[config.mk]
export PLATFORM = sky130hd
export DESIGN_NAME = c3lib_scan_shift_ctrl
export DESIGN_NICKNAME = d
export VERILOG_FILES = /design/src/rtl/c3lib_scan_shift_ctrl.sv
export SDC_FILE = /design/constraint.sdc
export NUM_CORES = 1
export LEC_CHECK = 0
export ABC_AREA = 1
export ABC_CLOCK_PERIOD_IN_PS = 3300
export CAP_MARGIN = 20
export CORE_ASPECT_RATIO = 1.5
export CORE_UTILIZATION = 23
export DETAILED_ROUTE_END_ITERATION = 7
export GPL_ROUTABILITY_DRIVEN = 0
export GPL_TIMING_DRIVEN = 1
export SETUP_SLACK_MARGIN = 0.4
export SLEW_MARGIN = 20
export SYNTH_ARGS = -nofsm -noshare
export SYNTH_HDL_FRONTEND = slang
export SYNTH_SLANG_ARGS = --single-unit
[constraint.sdc]
create_clock -name clk -period 3.3 [get_ports clk]
set_input_delay 0.99 -clock clk [delete_from_list [all_inputs] [get_ports clk]]
set_output_delay 0.99 -clock clk [all_outputs]
set_load 0.03 [all_outputs]
[src/rtl/c3lib_scan_shift_ctrl.sv]
// rtl/c3lib_scan_shift_ctrl.sv - scan-chain load/unload sequencer; optional CAPTURE cycle via C3LIB_SCAN_CAPTURE_EN
module c3lib_scan_shift_ctrl #(
  parameter int CHAIN_LEN = 8,
  parameter int CNT_W     = $clog2(CHAIN_LEN)
) (
  input  logic                 clk,
  input  logic                 rst_n,
  input  logic                 start,
  input  logic                 abort,
  input  logic [CHAIN_LEN-1:0] load_data,
  output logic                 busy,
  output logic                 done,
  output logic [CHAIN_LEN-1:0] unload_data,
  output logic                 scan_en,
  output logic                 scan_in,
  input  logic                 scan_out
);

  localparam logic [CNT_W-1:0] LAST = CNT_W'(CHAIN_LEN - 1);

  typedef enum logic [1:0] {
    IDLE,
    SHIFT,
    DONE
`ifdef C3LIB_SCAN_CAPTURE_EN
    , CAPTURE
`endif
  } state_t;

  state_t               state;
  logic [CNT_W-1:0]     cnt;
  logic [CHAIN_LEN-1:0] shadow;

  always_ff @(posedge clk or negedge rst_n) begin
    if (!rst_n) begin
      state       <= IDLE;
      busy        <= 1'b0;
      done        <= 1'b0;
      scan_en     <= 1'b0;
      scan_in     <= 1'b0;
      unload_data <= '0;
      cnt         <= '0;
      shadow      <= '0;
    end else begin
      case (state)
        IDLE: begin
          done <= 1'b0;
          cnt  <= '0;
          if (start) begin
            state   <= SHIFT;
            shadow  <= load_data;
            scan_en <= 1'b1;
            scan_in <= load_data[CHAIN_LEN-1];
            busy    <= 1'b1;
          end
        end
        SHIFT: begin
          if (abort) begin
            state   <= IDLE;
            scan_en <= 1'b0;
            scan_in <= 1'b0;
            busy    <= 1'b0;
            cnt     <= '0;
          end else begin
            // The last flop's output this cycle is the original bit at chain position LAST-cnt.
            unload_data[LAST - cnt] <= scan_out;
            if (cnt == LAST) begin
              scan_en <= 1'b0;
              scan_in <= 1'b0;
`ifdef C3LIB_SCAN_CAPTURE_EN
              state   <= CAPTURE;
`else
              state   <= DONE;
              busy    <= 1'b0;
              done    <= 1'b1;
`endif
            end else begin
              cnt     <= cnt + CNT_W'(1);
              scan_in <= shadow[CHAIN_LEN-2];
              shadow  <= {shadow[CHAIN_LEN-2:0], 1'b0};
            end
          end
        end
`ifdef C3LIB_SCAN_CAPTURE_EN
        CAPTURE: begin
          busy <= 1'b0;
          cnt  <= '0;
          if (abort) begin
            state <= IDLE;
          end else begin
            state <= DONE;
            done  <= 1'b1;
          end
        end
`endif
        DONE: begin
          done  <= 1'b0;
          cnt   <= '0;
          state <= IDLE;
        end
        default: state <= IDLE;
      endcase
    end
  end

endmodule

==> results_dict.tcl <==
set metrics [dict create \
    wirelength_um 2680 \
    antenna_found_initial 0 \
    syn_nets 168 \
    post-route-min-period_ns 2.30 \
    max_stage_delay_ns 0.68 \
    netlist_area_um2 1220 \
    grt_pass1_wl_um 4520 \
    syn_to_final_growth_pct 28.7 \
    critPathLaunchType "flop" \
    io_buffers 24 \
    synth-adder-area-share_pct 3.08 \
    tns_ns 0 \
    status "finished clean" \
    synth_cells 152 \
    p_leak_nw 0.759 \
    hp-class "flop to flop" \
    drive_above_1_share_pct 8.43 \
    synth_top_family_by_area "simple AND/OR/NAND/NOR gates" \
    path_delay_family "buffers and inverters" \
    fmax_mhz 435 \
    path_cells "clkdlybuf4s50_1" \
    tightestPinTransition_ns 0.478 \
    worstPathArrival_ns 1.31 \
    hold_ws_ns 0.482 \
    cap_violations 0 \
    muxShareOfSynthArea_pct 0 \
    path_clk_slew_ns 0.09 \
    dp_hpwl_um 1940 \
    yosysSeqAreaShare_pct 47.3 \
    routed-via-count 1046 \
    avgSynthCellArea_um2 8.01 \
    clock_skew_ns 0.00724 \
    crit_required_ns 2.31 \
    cts_tree "done" \
    n_antenna_cell 0 \
    grt_use_total_pct 10.6 \
    fp.dieH_um 91.1 \
    setup_viol 0 \
    critical_path.endpoint_type "output pin" \
    clk_path_buf_depth 2 \
    viasPerCell 4.25 \
    drt_first_pass_iters 4 \
    cts_max_level 1 \
    dieArea_um2 5590 \
    dieWidth_um 61.4 \
    power_density_nw_per_um2 496 \
    maxSlewHeadroom_pct 68.1 \
    yosys_register_bits 23 \
    grt_pass1_vias 959 \
    drtAntennaViolNets 0 \
    synth-compound-area-share_pct 6.89 \
    rsz0062_at_grt "false" \
    grt-ovfl-total 0 \
    cts-root-buf "clkbuf_8" \
    drc 0 \
    ios 25 \
    reg2reg_slack_ns 1.75 \
    cts_setup_buffers 0 \
    crit_type "flop to output pin" \
    fillCellCount 590 \
    cts-hold-fix-buffers 0 \
    synthSimpleGateAreaFrac_pct 35.8 \
    core_um2 5120 \
    vdd_ir_drop_max_mv 0.254 \
    initial_core_util_pct 23.8 \
    cts_buffers 3 \
    cts_resized 0 \
    dp_slack_ns 1.00 \
    cp_slowest_cell "clkdlybuf4s50_1" \
    maxSlewViolCount 0 \
    postLayoutCoreUtil_pct 30.6 \
    clk_latency_ns 0.27 \
    critPathBufInv 1 \
    synthDistinctLibCells 20 \
    fin_crit_sh_pct 69.6 \
    total_power_w 0.000777 \
    grt_max_degree 24 \
    rows 32 \
    final-hold-violation-count 0 \
    worst_slack_ns 1.00 \
    drtIter0Drc 40 \
    path_max_fanout 3 \
    wire_per_inst_um 10.9 \
    clock_sinks 23 \
    synth_xor_area_share_pct 0 \
    ys.warnings.count 0 \
    nets 195 \
]
==> sequential cells by signal, summed over array words and instances (netlist names) <==
signal       count
cnt              3
done             1
scan_en          1
scan_in          1
shadow           7
state            2
unload_data      8
==> cell type report <==
cell class / count / area (um^2) / share of cell area (%)
Multi-Input combinational cell: 112 / 557 / 35.5
Inverter: 14 / 55.1 / 3.51
Clock buffer: 3 / 41.3 / 2.64
Clock inverter: 1 / 5.00 / 0.319
Tap cell: 68 / 85.1 / 5.43
Sequential cell: 23 / 576 / 36.7
Timing Repair Buffer: 25 / 248 / 15.8
==> through the flow <==
stage               instances  instance area (um^2)
floorplan                 152                  1220
global placement          242                  1520
detailed placement        242                  1520
CTS                       246                  1570
global route              246                  1570
finish                    246                  1570
==> routing by layer <==
layer  track usage [%]  vias up  wire, um
li1                  -      544         -
met1              14.8      470      1290
met2              16.2       27      1220
met3              1.71        5       131
met4              3.89        0        39
met5                 0        -         0
==> cell usage after synthesis <==
cell type,count,area [um^2]
a21oi_1,2,10.0
a21oi_2,1,8.76
o21ai_1,1,5.00
inv_2,1,3.75
buf_6,2,22.5
o21ai_0,7,35.0
ha_1,3,37.5
nand2_4,1,11.3
nand3_2,3,30.0
o21ai_2,1,8.76
inv_4,1,6.26
buf_4,1,7.51
a21oi_4,1,16.3
nand2_1,45,169
nor2_1,13,48.8
dfrtp_1,23,576
nand3_1,32,160
nor3_1,1,5.00
nor2_4,1,11.3
inv_1,12,45.0
==> path summary, 6_finish.rpt <==
path / endpoint / start / cells past startpoint
max in group asynchronous: unload_data[6] / rst_n / 2
worst min-delay path: unload_data[0] / unload_data[0] / 2
min in group asynchronous: shadow[4] / rst_n / 2
worst max-delay path: scan_en / scan_en / 1
worst max register to register: shadow[1] / cnt[1] / 6
worst min register to register: unload_data[0] / unload_data[0] / 2
==> cell usage in the layout, fill, tap and decap left out, drive strengths merged <==
cell type,synthesis,final
nand3,35,35
clkinv,0,1
inv,14,14
nand2,46,46
clkbuf,0,3
nor2,14,14
buf,3,1
dfrtp,23,23
ha,3,3
a21oi,4,4
clkdlybuf4s50,0,24
nor3,1,1
o21ai,9,9
==> kinds of logic after synthesis <==
kind of cell / count (synthesis)
DFF: 23
and+or+nand+nor: 96
AOI/OAI and AO/OA: 13
adders and majority gates: 3
buffers and inverters: 17
==> power by group <==
| group | total, W | internal, W | switching, W |
|---|---|---|---|
| logic | 0.000233 | 0.0000973 | 0.000136 |
| clock network | 0.000177 | 0.0000844 | 0.0000926 |
| registers | 0.000367 | 0.000331 | 0.0000357 |
==> worst reg2reg max path: stages, from the launching register on <==
cell     delay [ns]
dfrtp_1        0.47
ha_1           0.23
ha_1           0.22
inv_1          0.16
nand3_2        0.19
nand3_1        0.13
nand2_1        0.06
No activity file was read; power rests on OpenSTA's default activity.
